File: src/rtl/multdiv_unit.sv
// Iterative signed multiply (radix-2 Booth) and divide (restoring), one result every 34 cycles.
// The divider datapath and DIV state are built only when MULTDIV_DIV_EN is defined.
module multdiv_unit (
   input  logic        clock,
   input  logic        reset,
   input  logic        ctrl_MULT,
   input  logic        ctrl_DIV,
   input  logic [31:0] data_operandA,
   input  logic [31:0] data_operandB,
   output logic [31:0] data_result,
   output logic        data_exception,
   output logic        data_resultRDY,
   output logic        busy
);

   typedef enum logic [1:0] {
      IDLE = 2'd0,
      MULT = 2'd1,
`ifdef MULTDIV_DIV_EN
      DIV  = 2'd2,
`endif
      DONE = 2'd3
   } state_t;

   state_t             state_q;
   logic [4:0]         cnt_q;
   logic               last_q;
   logic [31:0]        result_q;
   logic               exc_q;
   logic               rdy_q;
   logic               busy_q;

   logic signed [31:0] a_q;
   logic [64:0]        p_q;
   logic [64:0]        p_d;

   // One Booth step; the 33-bit accumulator keeps the sign when the multiplicand is 0x80000000.
   function automatic logic [64:0] booth_step(input logic [64:0] p, input logic signed [31:0] m);
      logic signed [32:0] acc;
      acc = {p[64], p[64:33]};
      case (p[1:0])
         2'b01:   acc = acc + {m[31], m};
         2'b10:   acc = acc - {m[31], m};
         default: acc = acc;
      endcase
      return {acc, p[32:1]};
   endfunction

   // Product bits [63:31] must all match for the low word to represent the full product.
   function automatic logic mul_overflow(input logic [32:0] hi);
      return !((&hi) || !(|hi));
   endfunction

   assign p_d = booth_step(p_q, a_q);

`ifdef MULTDIV_DIV_EN
   logic [31:0] rem_q;
   logic [31:0] quo_q;
   logic [31:0] dvs_q;
   logic        neg_q;
   logic        dz_q;
   logic [32:0] rem_full;
   logic [31:0] trial;
   logic        ge;
   logic [31:0] rem_d;
   logic [31:0] quo_d;
   logic [32:0] div_out;

   function automatic logic [31:0] abs32(input logic [31:0] x);
      return x[31] ? (~x + 32'd1) : x;
   endfunction

   // Returns {exception, quotient}; only |A|=2^31 with a positive sign overflows.
   function automatic logic [32:0] div_fix(input logic [31:0] q, input logic neg, input logic dz);
      logic [32:0] r;
      if (dz) r = {1'b1, 32'd0};
      else    r = {!neg && q[31], neg ? (~q + 32'd1) : q};
      return r;
   endfunction

   always_comb begin
      rem_full = {rem_q, quo_q[31]};
      ge       = (rem_full >= {1'b0, dvs_q});
      trial    = rem_full[31:0] - dvs_q;
      rem_d    = ge ? trial : rem_full[31:0];
      quo_d    = {quo_q[30:0], ge};
   end

   assign div_out = div_fix(quo_q, neg_q, dz_q);
`endif

   always_ff @(posedge clock) begin
      if (reset) begin
         state_q  <= IDLE;
         cnt_q    <= '0;
         last_q   <= 1'b0;
         result_q <= '0;
         exc_q    <= 1'b0;
         rdy_q    <= 1'b0;
         busy_q   <= 1'b0;
      end else begin
         case (state_q)
            IDLE, DONE: begin
               rdy_q   <= 1'b0;
               state_q <= IDLE;
               if (ctrl_MULT) begin
                  a_q     <= data_operandA;
                  p_q     <= {32'd0, data_operandB, 1'b0};
                  cnt_q   <= '0;
                  last_q  <= 1'b0;
                  busy_q  <= 1'b1;
                  state_q <= MULT;
               end else if (ctrl_DIV) begin
`ifdef MULTDIV_DIV_EN
                  rem_q   <= '0;
                  quo_q   <= abs32(data_operandA);
                  dvs_q   <= abs32(data_operandB);
                  neg_q   <= data_operandA[31] ^ data_operandB[31];
                  dz_q    <= ~|data_operandB;
                  cnt_q   <= '0;
                  last_q  <= 1'b0;
                  busy_q  <= 1'b1;
                  state_q <= DIV;
`else
                  result_q <= '0;
                  exc_q    <= 1'b1;
                  rdy_q    <= 1'b1;
                  state_q  <= DONE;
`endif
               end
            end
            MULT: begin
               if (last_q) begin
                  result_q <= p_q[32:1];
                  exc_q    <= mul_overflow(p_q[64:32]);
                  rdy_q    <= 1'b1;
                  busy_q   <= 1'b0;
                  state_q  <= DONE;
               end else begin
                  p_q    <= p_d;
                  cnt_q  <= cnt_q + 5'd1;
                  last_q <= (cnt_q == 5'd31);
               end
            end
`ifdef MULTDIV_DIV_EN
            DIV: begin
               if (last_q) begin
                  result_q <= div_out[31:0];
                  exc_q    <= div_out[32];
                  rdy_q    <= 1'b1;
                  busy_q   <= 1'b0;
                  state_q  <= DONE;
               end else begin
                  rem_q  <= rem_d;
                  quo_q  <= quo_d;
                  cnt_q  <= cnt_q + 5'd1;
                  last_q <= (cnt_q == 5'd31);
               end
            end
`endif
            default: state_q <= IDLE;
         endcase
      end
   end

   assign data_result    = result_q;
   assign data_exception = exc_q;
   assign data_resultRDY = rdy_q;
   assign busy           = busy_q;

endmodule

File: config.mk
export PLATFORM = sky130hd
export DESIGN_NAME = multdiv_unit
export DESIGN_NICKNAME = d
export VERILOG_FILES = /design/src/rtl/multdiv_unit.sv
export SDC_FILE = /design/constraint.sdc
export NUM_CORES = 1
export LEC_CHECK = 0
export ABC_AREA = 1
export BUFFER_PORTS_ARGS = -buffer_cell sky130_fd_sc_hd__buf_2
export CAP_MARGIN = 20
export CORE_MARGIN = 2
export CORE_UTILIZATION = 65
export CTS_BUF_LIST = sky130_fd_sc_hd__clkbuf_2
export DETAILED_ROUTE_END_ITERATION = 10
export GPL_ROUTABILITY_DRIVEN = 0
export PLACE_DENSITY = 0.88
export SYNTH_ARGS = -nofsm -noshare
export SYNTH_HDL_FRONTEND = slang
export SYNTH_SLANG_ARGS = --single-unit
File: constraint.sdc
create_clock -name clock -period 17.6 [get_ports clock]
set_clock_uncertainty 0.15 [all_clocks]
set_input_delay 3.52 -clock clock [delete_from_list [all_inputs] [get_ports clock]]
set_output_delay 3.52 -clock clock [all_outputs]
set_load 0.05 [all_outputs]
Yosys cells after proc, flatten, opt, wreduce, memory -nomap -nowiden:

Cells that the tools add are included.

* add/subtract/negate cells: 3
* multiplexer cells: 29
* eq/ne operators: 11
* bitwise gates (word level): 1
* reduce and logical (&&, ||, !) cells: 16

Operators with widths (number)
* 65-bit 2-to-1 mux: 2
* 65-bit case mux with 2 select lines: 1
* 32-bit 2-to-1 mux: 3
* 33-bit case mux with 2 select lines: 1
* 32-bit case mux with 2 select lines: 1
* 32-bit by 32-bit adder with 33-bit output: 1
* 33-bit AND reduction: 1
* 33-bit OR reduction: 1
* 32-bit by 32-bit subtractor with 33-bit output: 1
* 1-bit 2-to-1 mux: 10
* 5-bit 2-to-1 mux: 2
* 2-bit inequality test, second input constant: 5
* 5-bit case mux with 2 select lines: 1
* 3-bit AND reduction: 3
* 1-bit case mux with 2 select lines: 4
* 4-bit AND reduction: 2
* 2-bit 2-to-1 mux: 3
* 5-bit by 1-bit adder with 5-bit output, second input constant: 1
* 5-bit == test, second input constant: 1
* 5-bit AND reduction: 1
* 2-bit by 1-bit == test with 1-bit output, second input constant: 2
* 2-bit == test, second input constant: 2
* 2-bit case mux with 2 select lines: 1
* 2-bit AND reduction: 2
* other kinds (7): 8

* word-level logic and storage cells: 70
* register bits: 140
* bits of input ports: 68

Depth between registers and ports, before layout:

* depth in word-level cells: 6
* gate-level depth with buffers: 22
* mapped depth without buffers: 22

Worst setup path before layout:

OpenSTA, ideal clock, no wires.

* path type: input -> register
* from: in reset
* to: reg p_q[0], enable pin
* required time: 16.886 ns
* stages: 3
* arrival time: 8.327 ns
* setup time: 0.564 ns
* buffers on the path: 2
* slack: 8.559 ns
* path through: buf_2 -> buf_1 -> nor3_1

* longest elaborated chain between the ends: 2

Ends and longest elaborated chain
* start, declared: line 5 `input logic reset,`
* 1-bit NOT (no line)
* 4-bit AND reduction (no line)
* end signal, assigned: line 108 `p_q <= {32'd0, data_operandB, 1'b0};`
* end signal, assigned: line 140 `p_q <= p_d;`
* end, declared: line 34 `logic [64:0] p_q;`

Every way passes these cells.
A chain may end at the register's enable or synchronous reset.

Final worst setup path:

* from: reg exc_q, in the netlist data_exception
* to: out data_exception

RTL lines
* start, declared: line 29 `logic exc_q;`
* start signal, assigned: line 135 `exc_q <= mul_overflow(p_q[64:32]);`
* end, declared: line 11 `output logic data_exception,`

No word-level cell between the ends.

==> flow_summary.json <==
{
  "peakVddDrop_v": 0.000263,
  "power_switching_mw": 0.956,
  "seqPwrFrac_pct": 30.9,
  "grt_pass1_wl_mm": 34.0,
  "cap_violations": 0,
  "postCtsHoldBufs": 0,
  "sw_frac_of_total_pct": 52.0,
  "cp-start-kind": "register",
  "hp-class": "register to register",
  "slew_viol_final": 0,
  "drcViolationCount": 0,
  "fin_setup_tns_ns": 0,
  "vias": 7876,
  "ant_nets": 0,
  "p_leak_nw": 4.66,
  "via_per_inst": 5.52,
  "clock_latency_ns": 0.72,
  "path_clk_slew_ns": 0.18,
  "synth_edf_count": 97,
  "async_flop_share_pct": 0,
  "path_delay_family": "flip-flops",
  "die_x_um": 119,
  "synth_area_mm2": 0.00866,
  "overflow": 0,
  "status": "completed",
  "crit_buf_inv": 1,
  "crit_fanout": 2,
  "cts_buffers": 17,
  "combinationalPowerShare_pct": 59.3,
  "p_int_mw": 0.884,
  "layout_min_cycle_time_ns": 5.06,
  "cts.sinks": 140,
  "hpwl_mm": 16.0,
  "dpl_cell_area_mm2": 0.00930,
  "slew_headroom_pct": 43.0,
  "finalPower_mw": 1.84,
  "worstPathRequired_ns": 13.93,
  "fp.coreArea_mm2": 0.0131,
  "hold_viol_final": 0,
  "antenna_found_initial": 2,
  "syn_nets": 1246,
  "grt.total_usage_pct": 30.1,
  "arrival_ns": 1.39,
  "power_per_cell_area_mw_per_mm2": 193,
  "core.rowCount": 42,
  "p_clk_share_pct": 9.7,
  "path_class": "register to output port",
  "yosys_warnings": 0,
  "worst_pin_slew_ns": 0.855,
  "postCtsSetupBuffers": 0,
  "netlist_instances": 1139,
  "worstPathCellList": "buf_2",
  "ys_seq_elements": 140,
  "setup_slack_ns": 12.54,
  "post-place-ws_ns": 12.39,
  "final_common_cell": "nand2_1",
  "syn_area_per_cell_um2": 7.60,
  "wl_per_cell_um": 14.8,
  "whs_ns": 0.342,
  "htree_levels": 4,
  "slowest_delay_ns": 0.42,
  "end_kind": "output port",
  "start_util_pct": 65.9,
  "slowest_stage": "dfxtp_1",
  "root_buffer": "clkbuf_2",
  "drt_iter0_drc": 645,
  "die-area_mm2": 0.0143,
  "synthDistinctLibCells": 47,
  "layout_common_cells": "nand2_1 (388), inv_1 (153), buf_2 (102)",
  "fin_area_mm2": 0.00952,
  "fin_nets": 1344,
  "grt_max_degree": 66,
  "io_pins": 103,
  "port_buffers": 102,
  "finalCritPeriodShare_pct": 28.7,
  "cts_tree": "done",
  "cts_buffer_depth": 2,
  "die_height_um": 119,
  "ctsResizeCount": 0,
  "fmax_mhz": 198,
  "seq_area_frac_synth_pct": 43.6,
  "finalSetupViolations": 0,
  "first_pass_iters": 5,
  "drive_above_1_share_pct": 13.0,
  "ys.flop_type": "edfxtp_1",
  "grt_pass1_vias": 7354,
  "area_growth_syn_to_layout_pct": 9.92,
  "rsz0062_at_grt": "no",
  "drt_wl_total_mm": 21.1
}
[synth_stat cells, types with 18 or more instances]
library cell	n	area (um^2)
nor2_1	101	379
xnor2_1	22	193
ha_1	38	475
dfxtp_1	43	861
nand3_1	42	210
xor2_1	18	158
edfxtp_1	97	2910
o21ai_0	31	155
inv_1	153	574
nand2_1	388	1460
o21ai_1	18	90.1
a21oi_1	64	320
[state kept, by name, summed over array words and instances (netlist names)]
name,count
p_q,65
a_q,32
data_result,32
cnt_q,5
state_q,2
busy,1
data_exception,1
data_resultRDY,1
last_q,1
[layout make-up]
type / instances / area, um^2
diodes: 1 / 2.50
clock buffers: 20 / 100
clock inverters: 12 / 124
fillers: 1010 / 3620
inverters: 156 / 588
multi-input cells: 816 / 4170
flip-flops and latches: 140 / 3770
well taps: 176 / 220
repair buffers: 106 / 541
[power by group through the flow]
stage	logic (mW)	clock network [mW]	registers [mW]
after floorplan	0.713	0	0.697
after global placement	1.04	0	0.568
after detailed placement	1.07	0	0.569
after CTS	1.08	0.180	0.565
after global routing	1.21	0.196	0.578
final	1.09	0.179	0.569
[routing by layer]
layer,vias up,GRT usage (%),wire (um)
li1,3901,-,-
met1,3570,38.5,8660
met2,359,50.3,10100
met3,44,7.09,1850
met4,2,10.3,444
met5,-,0,17
[logic make-up (layout without fill, tap and decap cells)]
| kind of cell | count (synthesis) | in the layout | share of synthesized area (%) |
|---|---|---|---|
| AO/OA/AOI/OAI | 149 | 149 | 9.95 |
| XOR/XNOR | 40 | 40 | 4.04 |
| adder cells (fa/ha/maj) | 39 | 39 | 5.72 |
| buffers and inverters | 183 | 294 | 8.46 |
| flip-flops | 140 | 140 | 43.6 |
| other | 0 | 1 | 0 |
| AND/OR/NAND/NOR | 588 | 588 | 28.3 |
[through the flow]
stage / cells / util [%]
5_1_grt: 1427 / 72.5
6_report: 1427 / 72.5
3_5_place_dp: 1394 / 70.8
2_1_floorplan: 1139 / -
4_1_cts: 1426 / 72.5
3_3_place_gp: 1394 / 70.8
[worst paths after layout]
path | start | endpoint | cells after the start | slack (ns)
worst min register to register | data_resultRDY | data_resultRDY | 2 | 0.34
worst max-delay path | data_exception | data_exception | 1 | 12.54
worst max register to register | p_q[0] | p_q[63] | 19 | 13.51
worst min-delay path | data_resultRDY | data_resultRDY | 2 | 0.34
Power figures use the tool's default switching activity.
